===== config.mk =====
export PLATFORM = sky130hd
export DESIGN_NAME = led_pwm_ctrl_flat
export DESIGN_NICKNAME = d
export VERILOG_FILES = /design/src/rtl/led_pkg.sv /design/src/rtl/led_pwm_ctrl_if.sv /design/src/rtl/led_pwm_channel.sv /design/src/rtl/led_pwm_ctrl.sv /design/src/flat_wrapper.sv
export SDC_FILE = /design/constraint.sdc
export NUM_CORES = 1
export LEC_CHECK = 0
export ABC_AREA = 1
export CAP_MARGIN = 20
export CORE_ASPECT_RATIO = 2
export CORE_MARGIN = 3
export CORE_UTILIZATION = 58
export DETAILED_ROUTE_END_ITERATION = 8
export DONT_BUFFER_PORTS = 1
export PLACE_DENSITY = 0.73
export SYNTH_ARGS = -nofsm -noshare
export SYNTH_HDL_FRONTEND = slang
export SYNTH_HIERARCHICAL = 1
export SYNTH_SLANG_ARGS = --single-unit
export TNS_END_PERCENT = 100

===== constraint.sdc =====
create_clock -name clk -period 3.4 [get_ports clk]
set_input_delay 0.17 -clock clk [delete_from_list [all_inputs] [get_ports clk]]
set_output_delay 0.17 -clock clk [all_outputs]
set_load 0.01 [all_outputs]

===== src/rtl/led_pkg.sv =====
// led_pkg: shared types for the LED PWM controller.
// Config struct fields are sized for the widest supported build (PWM_W and
// RATE_W up to 16); narrower instances zero-extend on write.
package led_pkg;

    localparam int LED_MODE_W     = 2;
    localparam int LED_DUTY_MAX_W = 16;
    localparam int LED_RATE_MAX_W = 16;

    typedef enum logic [LED_MODE_W-1:0] {
        LED_OFF     = 2'd0,
        LED_STATIC  = 2'd1,
        LED_BLINK   = 2'd2,
        LED_BREATHE = 2'd3
    } led_mode_t;

    typedef struct packed {
        led_mode_t                 mode;
        logic [LED_DUTY_MAX_W-1:0] duty;
        logic [LED_RATE_MAX_W-1:0] rate;
    } led_cfg_t;

endpackage


===== src/rtl/led_pwm_ctrl_if.sv =====
// led_pwm_ctrl_if: valid/ready configuration write port from the system
// controller (master) into the LED PWM controller (slave).
interface led_pwm_ctrl_if
    import led_pkg::*;
#(
    parameter int NUM_CH = 3,
    parameter int PWM_W  = 8,
    parameter int RATE_W = 8
);
    localparam int CH_W = (NUM_CH > 1) ? $clog2(NUM_CH) : 1;

    logic                  cfg_valid;
    logic                  cfg_ready;
    logic [CH_W-1:0]       cfg_ch;
    logic [LED_MODE_W-1:0] cfg_mode;
    logic [PWM_W-1:0]      cfg_duty;
    logic [RATE_W-1:0]     cfg_rate;

    modport master (
        output cfg_valid, cfg_ch, cfg_mode, cfg_duty, cfg_rate,
        input  cfg_ready
    );

    modport slave (
        input  cfg_valid, cfg_ch, cfg_mode, cfg_duty, cfg_rate,
        output cfg_ready
    );

endinterface


===== src/rtl/led_pwm_channel.sv =====
// led_pwm_channel: one LED channel. Shadow config is written any time; it is
// promoted to the active config only on frame_tick, so the level (and hence
// the PWM duty) never changes mid-period.
module led_pwm_channel
    import led_pkg::*;
#(
    parameter int PWM_W  = 8,
    parameter int RATE_W = 8
) (
    input  logic             clk,
    input  logic             rst,
    input  logic             enable,
    input  logic             frame_tick,
    input  logic             wr_en,
    input  led_cfg_t         wr_cfg,
    input  logic [PWM_W-1:0] cnt,
    output logic             pwm
);

    led_cfg_t          shadow;
    led_cfg_t          active;
    logic [RATE_W-1:0] step;
    logic              dir_down;
    logic              blink_on;
    logic [PWM_W-1:0]  level;
    logic [PWM_W-1:0]  duty;
    logic              step_due;
    logic              restart;

    assign duty     = active.duty[PWM_W-1:0];
    // Whole-struct compare: any difference in mode, duty or rate restarts the pattern.
    assign restart  = (shadow != active);
    assign step_due = (LED_RATE_MAX_W'(step) == active.rate);

    // Shadow register: last write before a frame boundary wins.
    always_ff @(posedge clk or posedge rst) begin
        if (rst) begin
            shadow <= '0;
        end else if (wr_en) begin
            shadow <= wr_cfg;
        end
    end

    // Frame-rate pattern engine: commit or advance the level once per frame.
    always_ff @(posedge clk or posedge rst) begin
        if (rst) begin
            active   <= '0;
            step     <= '0;
            dir_down <= 1'b0;
            blink_on <= 1'b0;
            level    <= '0;
        end else if (frame_tick) begin
            if (restart) begin
                active   <= shadow;
                step     <= '0;
                dir_down <= 1'b0;
                blink_on <= 1'b1;
                unique case (shadow.mode)
                    LED_STATIC, LED_BLINK: level <= shadow.duty[PWM_W-1:0];
                    default:               level <= '0;
                endcase
            end else begin
                step <= step_due ? '0 : step + 1'b1;
                unique case (active.mode)
                    LED_OFF:    level <= '0;
                    LED_STATIC: level <= duty;
                    LED_BLINK: begin
                        if (step_due) begin
                            blink_on <= !blink_on;
                            level    <= blink_on ? '0 : duty;
                        end
                    end
                    LED_BREATHE: begin
                        // Each endpoint is held for one step while the direction flips.
                        if (step_due) begin
                            if (!dir_down) begin
                                if (level == duty) dir_down <= 1'b1;
                                else               level    <= level + 1'b1;
                            end else begin
                                if (level == '0)   dir_down <= 1'b0;
                                else               level    <= level - 1'b1;
                            end
                        end
                    end
                endcase
            end
        end
    end

    // PWM compare, registered for a clean output.
    always_ff @(posedge clk or posedge rst) begin
        if (rst) begin
            pwm <= 1'b0;
        end else begin
            pwm <= enable && (cnt < level);
        end
    end

endmodule


===== src/rtl/led_pwm_ctrl.sv =====
// led_pwm_ctrl: multi-channel PWM LED controller. Owns the shared tick and
// frame timebase plus the config handshake; per-channel pattern state lives
// in led_pwm_channel. frame_tick is high in the cycle whose clock edge wraps
// cnt to 0, which is also the edge that commits new configs.
module led_pwm_ctrl
    import led_pkg::*;
#(
    parameter int NUM_CH    = 3,
    parameter int PWM_W     = 8,
    parameter int PRESC_DIV = 48,
    parameter int RATE_W    = 8
) (
    input  logic              clk,
    input  logic              rst,
    input  logic              enable,
    led_pwm_ctrl_if.slave     cfg,
    output logic [NUM_CH-1:0] pwm_out,
    output logic              frame_tick
);

    localparam int CH_W    = (NUM_CH > 1) ? $clog2(NUM_CH) : 1;
    localparam int PRESC_W = (PRESC_DIV > 1) ? $clog2(PRESC_DIV) : 1;
    localparam logic [PRESC_W-1:0] PRESC_LAST = PRESC_W'(PRESC_DIV - 1);

    logic [PRESC_W-1:0] presc;
    logic [PWM_W-1:0]   cnt;
    logic               tick;
    logic               ready_q;
    logic               xfer;
    led_cfg_t           wr_cfg;

    assign tick          = enable && (presc == PRESC_LAST);
    assign frame_tick    = tick && (cnt == '1);
    // Writes are refused only in the commit cycle so they never race the copy.
    assign cfg.cfg_ready = ready_q && !frame_tick;
    assign xfer          = cfg.cfg_valid && cfg.cfg_ready;

    // Prescaler: divides clk down to the PWM tick rate; frozen while disabled.
    always_ff @(posedge clk or posedge rst) begin
        if (rst) begin
            presc <= '0;
        end else if (enable) begin
            presc <= tick ? '0 : presc + 1'b1;
        end
    end

    // PWM period counter, free-wrapping at 2**PWM_W.
    always_ff @(posedge clk or posedge rst) begin
        if (rst) begin
            cnt <= '0;
        end else if (tick) begin
            cnt <= cnt + 1'b1;
        end
    end

    // Ready comes up on the first edge after reset release.
    always_ff @(posedge clk or posedge rst) begin
        if (rst) begin
            ready_q <= 1'b0;
        end else begin
            ready_q <= 1'b1;
        end
    end

    // Widen the bus fields into the shared config struct.
    always_comb begin
        wr_cfg      = '0;
        wr_cfg.mode = led_mode_t'(cfg.cfg_mode);
        wr_cfg.duty = LED_DUTY_MAX_W'(cfg.cfg_duty);
        wr_cfg.rate = LED_RATE_MAX_W'(cfg.cfg_rate);
    end

    // Channel array; out-of-range cfg_ch values match no channel and are dropped.
    for (genvar i = 0; i < NUM_CH; i++) begin : g_ch
        logic wr_en;
        assign wr_en = xfer && (cfg.cfg_ch == CH_W'(i));

        led_pwm_channel #(
            .PWM_W  (PWM_W),
            .RATE_W (RATE_W)
        ) u_ch (
            .clk        (clk),
            .rst        (rst),
            .enable     (enable),
            .frame_tick (frame_tick),
            .wr_en      (wr_en),
            .wr_cfg     (wr_cfg),
            .cnt        (cnt),
            .pwm        (pwm_out[i])
        );
    end

endmodule


===== src/flat_wrapper.sv =====
// flat-port wrapper written by rule: the top's interface ports become plain ports
module led_pwm_ctrl_flat import led_pkg::*;
#(
    parameter int NUM_CH    = 3,
    parameter int PWM_W     = 8,
    parameter int PRESC_DIV = 48,
    parameter int RATE_W    = 8
)
  (clk, rst, enable, pwm_out, frame_tick, cfg_cfg_valid, cfg_cfg_ch, cfg_cfg_mode, cfg_cfg_duty, cfg_cfg_rate, cfg_cfg_ready);
  led_pwm_ctrl_if #(.NUM_CH(NUM_CH), .PWM_W(PWM_W), .RATE_W(RATE_W)) cfg_i ();
  input  logic clk;
  input  logic rst;
  input  logic enable;
  output logic [NUM_CH-1:0] pwm_out;
  output logic frame_tick;
  input wire logic [$bits(cfg_i.cfg_valid)-1:0] cfg_cfg_valid;
  input wire logic [$bits(cfg_i.cfg_ch)-1:0] cfg_cfg_ch;
  input wire logic [$bits(cfg_i.cfg_mode)-1:0] cfg_cfg_mode;
  input wire logic [$bits(cfg_i.cfg_duty)-1:0] cfg_cfg_duty;
  input wire logic [$bits(cfg_i.cfg_rate)-1:0] cfg_cfg_rate;
  output wire logic [$bits(cfg_i.cfg_ready)-1:0] cfg_cfg_ready;
  assign cfg_i.cfg_valid = cfg_cfg_valid;
  assign cfg_i.cfg_ch = cfg_cfg_ch;
  assign cfg_i.cfg_mode = cfg_cfg_mode;
  assign cfg_i.cfg_duty = cfg_cfg_duty;
  assign cfg_i.cfg_rate = cfg_cfg_rate;
  assign cfg_cfg_ready = cfg_i.cfg_ready;
  led_pwm_ctrl #(.NUM_CH(NUM_CH), .PWM_W(PWM_W), .PRESC_DIV(PRESC_DIV), .RATE_W(RATE_W)) u_core (.clk(clk), .rst(rst), .enable(enable), .cfg(cfg_i), .pwm_out(pwm_out), .frame_tick(frame_tick));
endmodule

Word level (Yosys, flattened, before mapping)
Index checks and enable logic that the tools add are counted.

$add $sub $neg: 11. Reductions and logical operators: 45. Mux-type cells: 61. Equality and inequality tests: 40. $lt $le $gt $ge: 3.

Operators with widths (count): two-way mux 8 bit (30); case mux 8 bit (4 select lines) (3); adder 8 x 1 -> 8 bit (second input constant) (7); != test 18 bit (3); == test 8 bit (6); two-way mux 1 bit (27); logical NOT 8 bit (3); less-than comparator 8 bit (3); != test 4 bit (second input constant) (6); subtractor 8 x 1 -> 8 bit (second input constant) (3); == test 2 bit (second input constant) (10); != test 3 bit (second input constant) (6); AND reduction 3 bit (6); nonzero test 2 bit (9); AND reduction 5 bit (3); == test 2 x 1 -> 1 bit (second input constant) (7); logical AND 1 bit (10); == test 8 bit (second input constant) (1); logical NOT 2 bit (4); adder 6 x 1 -> 6 bit (second input constant) (1); == test 6 bit (second input constant) (1); two-way mux 6 bit (1); AND reduction 2 bit (3); OR reduction 2 bit (3); logical NOT 1 bit (4).

Bits of input ports: 24. Word-level logic and storage cells: 196. Output and inout port bits: 5. Flip-flop bits (word level): 180.

Logic depth before layout (Yosys ltp)
Depth in word-level cells: 7. Mapped depth: 14. Gate-level depth less buffers: 13.

Hierarchy
Netlist, hierarchy kept.

By module, submodules not included: led_pwm_channel at u_core.g_ch[2].u_ch (cells each 758, seq. area each 2177.1 µm², times used 1, area an instance 5308.8 µm²); led_pwm_channel at u_core.g_ch[0].u_ch (cells each 763, seq. area each 2177.1 µm², times used 1, area an instance 5292.6 µm²); led_pwm_channel at u_core.g_ch[1].u_ch (cells each 761, seq. area each 2177.1 µm², times used 1, area an instance 5232.5 µm²); led_pwm_ctrl (cells each 101, seq. area each 375.4 µm², times used 1, area an instance 808.3 µm²).

Worst setup path after synthesis
OpenSTA, ideal clock, no wires.

Path type: register to register. Start point: register u_core.presc[0]. End point: register u_core.g_ch[0].u_ch.step[6]. Stages on the path, launching flop included: 11. Arrival: 2266 ps. Path buffers: 0. Setup slack: 1014 ps. Cell sequence: dfrtp_1 ha_1 nand3_2 nor2_8 nand2_2 nor2_2 nand2_1 nor4_1 nand2_1 xor2_1 nor2_1.

Longest elaborated chain between the ends: 3.

Ends and longest elaborated chain: from (decl) (RTL line led_pwm_ctrl.sv:25) `logic [PRESC_W-1:0] presc;`; from (signal assigned) (RTL line led_pwm_ctrl.sv:43) `presc <= tick ? '0 : presc + 1'b1;`; == test 6 bit (RTL line led_pwm_ctrl.sv:32) `assign tick = enable && (presc == PRESC_LAST);`; logical AND 1 bit (RTL line led_pwm_ctrl.sv:32); logical AND 1 bit (RTL line led_pwm_ctrl.sv:33) `assign frame_tick = tick && (cnt == '1);`; net frame_tick (RTL line flat_wrapper.sv:15) `output logic frame_tick;`; to (signal assigned) (RTL line led_pwm_channel.sv:63) `step <= step_due ? '0 : step + 1'b1;`; to (decl) (RTL line led_pwm_channel.sv:22) `logic [RATE_W-1:0] step;`.

The timed path passes the listed nets, and every way through them passes these cells. A chain may end at the register's enable or synchronous reset.

Final worst setup path
Start point: register u_core.presc[1]. End point: register u_core.g_ch[2].u_ch.step[7].

Longest elaborated chain between the ends: 3.

Ends and longest elaborated chain (RTL line): == test 6 bit (led_pwm_ctrl.sv:32); logical AND 1 bit (led_pwm_ctrl.sv:32); logical AND 1 bit (led_pwm_ctrl.sv:33); to (signal assigned) (led_pwm_channel.sv:63); to (decl) (led_pwm_channel.sv:22).

Every way passes these cells.

==> PnR_summary.wiki <==
{| class="wikitable"
! Metric !! Value
|-
| Count of routing violations after the opening detailed-route iteration || 971
|-
| Type of the setup path with the least slack || reg -> reg
|-
| Pre-Repair DR Iteration Count || 5
|-
| Setup total negative slack || 0 ps
|-
| Area enclosed by the die boundary || between 30000 and 40000 um^2
|-
| DR vias || 15269
|-
| Starting density of the core || 0.590
|-
| Highest clock rate || 0.387 GHz
|-
| Number of gates resized after cts || 0
|-
| Number of hold-slack violations in the final timing report || 0
|-
| Yosys warnings || 6
|-
| Mean instance size in the synthesized netlist || 6.98 um^2
|-
| Critical path peak fanout || 17
|-
| Slowest stage cell on the critical path || sky130_fd_sc_hd__nor2_4
|-
| Wire length reported by the detailed router || 46000 um
|-
| Crit path largest cell delay || 430 ps
|-
| CP required || 3900 ps
|-
| H-tree depth reported by CTS || 1
|-
| All-layer global routing usage || 0.299
|-
| Number of routed nets with antenna violations || 0
|-
| Worst Max-Slew Pin Slew || roughly 820 ps
|-
| Worst slew margin || 0.448
|-
| Cell taking the most area after synthesis || sky130_fd_sc_hd__dfrtp_1
|-
| Most frequently used flop master after synthesis || sky130_fd_sc_hd__dfrtp_1
|-
| Arrival time of the worst setup path || around 3100 ps
|-
| CP top delay family || simple AND/OR/NAND/NOR gates
|-
| Peak VDD IR || just over 400 uV
|-
| Power per cell area || 471 nW/um^2
|-
| EDFF count, synth || 0
|-
| Final Cycle Share || 0.760
|-
| Fraction of synthesis flops using an asynchronous set or reset pin || 1.00
|-
| Register bit count reported by yosys || 276
|-
| Hold Path Stages || 4
|-
| Pin count of the biggest net entering global routing || 76
|-
| Type of the worst min-delay path || in -> reg
|-
| Clock transition time at the flip-flop clock pins of the worst setup and hold paths || approximately 70 ps
|-
| Share of synthesized area occupied by flip-flops and latches || 0.415
|-
| Post-synthesis cell count || 2383
|-
| Series of cell instances along the critical path || ha_1 -> nand3_2 -> nor2_8 -> nand2_2 -> nor2_4 -> inv_1 -> nor3_1 -> nand4_1 -> xor2_1 -> nor2_1
|-
| Type of origin of the critical path || flip-flop
|-
| Count of max-cap constraint violations || 0
|-
| Routability cong. || 0.902
|-
| Max-slew violation count || 0
|-
| Total gr overflow || 0
|-
| Wire length of the first global-routing pass || about 75000 um
|-
| Outcome || complete, no violations
|-
| Top Ports || 29
|-
| Die boundary width || 126 um
|-
| DR DRC count || 0
|-
| Half-perimeter wire length after detailed placement || around 35000 um
|-
| Detailed-route wire length per cell || 16.3 um
|-
| Clock Skews || approximately 21 ps
|-
| Buffering stage count on the worst path with inverters included || 1
|-
| Minimum period implied by the final worst setup slack || 2590 ps
|-
| Nets || ~2500
|-
| Cts bufs inserted || 26
|-
| Unrepaired setup endpoints after global routing || no
|-
| R2R depth || 10
|-
| Fraction of layout cells with a size suffix above 1 || 0.0637
|-
| Antenna violations before repair || 3
|-
| CTS root buffer || sky130_fd_sc_hd__clkbuf_16
|-
| Final Core Density || 0.651
|-
| Yosys cell types || 43
|-
| Number of buffers on the longest clock path || 3
|-
| Via density || 5.41
|-
| Final setup violation count || 0
|-
| Floorplan core area || 28200 um^2
|-
| Layout overhead on the synthesized area || 10.3%
|-
| Top-area cell type share of the netlist area || 0.415
|-
| Die Height || 246 um
|-
| CTS Sinks || 276
|-
| Clock tree from TritonCTS || done
|-
| Cell types with the highest counts after synthesis || 932 x sky130_fd_sc_hd__nand2_1, 293 x sky130_fd_sc_hd__inv_1, 276 x sky130_fd_sc_hd__dfrtp_1, 194 x sky130_fd_sc_hd__o21ai_0, 183 x sky130_fd_sc_hd__nor2_1
|-
| Capturing element type of the critical path || flip-flop
|-
| Reported leakage power || 9.10 nW
|-
| Insertion delay of the later-clocked pin in the worst-skew pair || roughly 560 ps
|-
| Area of the mapped netlist || about 17000 um^2
|-
| Total setup buffers inserted after CTS || 0
|-
| Total power of the final layout || 8.65 mW
|-
| Site Rows || 87
|-
| Number of port buffers || 0
|-
| Top-count cell post-synth || sky130_fd_sc_hd__nand2_1
|-
| Levels on crit path || 10
|-
| Via count of the first global-routing pass || ~15000
|-
| Cell types with the largest area share after synthesis || sky130_fd_sc_hd__dfrtp_1 42%, sky130_fd_sc_hd__nand2_1 21%, sky130_fd_sc_hd__inv_1 6.6%
|}
-- cells in the final DEF (no fill, tap or decap), types with 27 or more instances in the layout --
cell type,instances
sky130_fd_sc_hd__nand2_1,932
sky130_fd_sc_hd__ha_1,44
sky130_fd_sc_hd__xnor2_1,29
sky130_fd_sc_hd__nand3_1,104
sky130_fd_sc_hd__dfrtp_1,276
sky130_fd_sc_hd__nor3_1,32
sky130_fd_sc_hd__conb_1,49
sky130_fd_sc_hd__o21ai_1,31
sky130_fd_sc_hd__nand4_1,27
sky130_fd_sc_hd__a21oi_1,39
sky130_fd_sc_hd__inv_1,290
sky130_fd_sc_hd__nor2_1,180
sky130_fd_sc_hd__o21ai_0,194
-- stage by stage --
stage | hold WS (ps) | cell area, um^2 | std cells | setup slack [ps]
global placement | -9.84 | 17100 | 2750 | 870
floorplan | 71.5 | 16800 | 2430 | 980
detailed placement | -5.39 | 17100 | 2750 | 808
global route | 133 | 18400 | 2821 | 589
finish | 91.1 | 18400 | 2822 | 815
CTS | 58.0 | 18300 | 2820 | 807
-- cell families (layout without fill, tap and decap cells) --
group           Yosys count  after routing  synth area share
xor+xnor                 44             44            0.0232
compound gates          310            310             0.101
simple gates           1339           1339             0.334
mux                       1              1          0.000677
fa+ha+maj                47             47            0.0367
buf+inv                 364            399            0.0883
flops                   276            276             0.415
other cells               2             50          0.000451
-- routing by layer --
| metal | track usage | vias up | share of wire |
|---|---|---|---|
| met1 | 0.309 | 7111 | 0.36 |
| li1 | - | 7541 | - |
| met3 | 0.0330 | 189 | 0.037 |
| met5 | 0 | - | 0.00089 |
| met4 | 0.195 | 6 | 0.077 |
| met2 | 0.563 | 422 | 0.53 |
-- power breakdown --
| group | switching [mW] | internal, mW | total [mW] |
|---|---|---|---|
| combinational | 1.07 | 0.504 | 1.57 |
| sequential | 0.227 | 3.59 | 3.82 |
| clock | 1.34 | 1.93 | 3.27 |
-- worst paths after layout --
path | from | to | slack, ps
min | cfg_cfg_valid | u_core/g_ch[0].u_ch/shadow[17] | 90
min reg2reg | u_core/presc[4] | u_core/presc[4] | 500
max | u_core/presc[1] | u_core/g_ch[2].u_ch/step[7] | 810
max reg2reg | u_core/presc[1] | u_core/g_ch[2].u_ch/step[7] | 810
min in group asynchronous | rst | u_core/g_ch[0].u_ch/active[17] | 130
max in group asynchronous | rst | u_core/g_ch[2].u_ch/level[0] | 2360
-- state kept, by name, indices dropped and copies added, names as in the netlist --
| name | count |
|---|---|
| u_core/g_ch.u_ch/level | 24 |
| u_core/g_ch.u_ch/active | 102 |
| u_core/g_ch.u_ch/blink_on | 3 |
| u_core/cnt | 8 |
| u_core/g_ch.u_ch/dir_down | 3 |
| u_core/g_ch.u_ch/shadow | 102 |
| u_core/ready_q | 1 |
| u_core/presc | 6 |
| u_core/g_ch.u_ch/step | 24 |
| u_core/g_ch.u_ch/pwm | 3 |
-- worst reg2reg max path, delay by kind of cell (launching register included) --
family                   cells  cell delay, ps
AND/OR/NAND/NOR              7            1530
flip-flops                   1             380
buffers and inverters        1             270
adder cells (fa/ha/maj)      1             190
XOR/XNOR                     1             170
-- timing repair --
| item | CTS | global route |
|---|---|---|
| endpoints found under the setup margin | 0 | 0 |
| endpoints found under the hold margin | 259 | 0 |
| hold buffers | 22 | 0 |
-- area by class of cell --
cell class | instances | area [um^2]
clock inverter | 14 | 219
multi-input combinational | 1790 | 8470
fill | 2624 | 9840
timing repair buffer | 37 | 390
antenna | 1 | 2.50
inverter | 314 | 1180
sequential | 276 | 6910
clock buffer | 34 | 741
tap | 356 | 445
(Power assumes the default switching activity.)
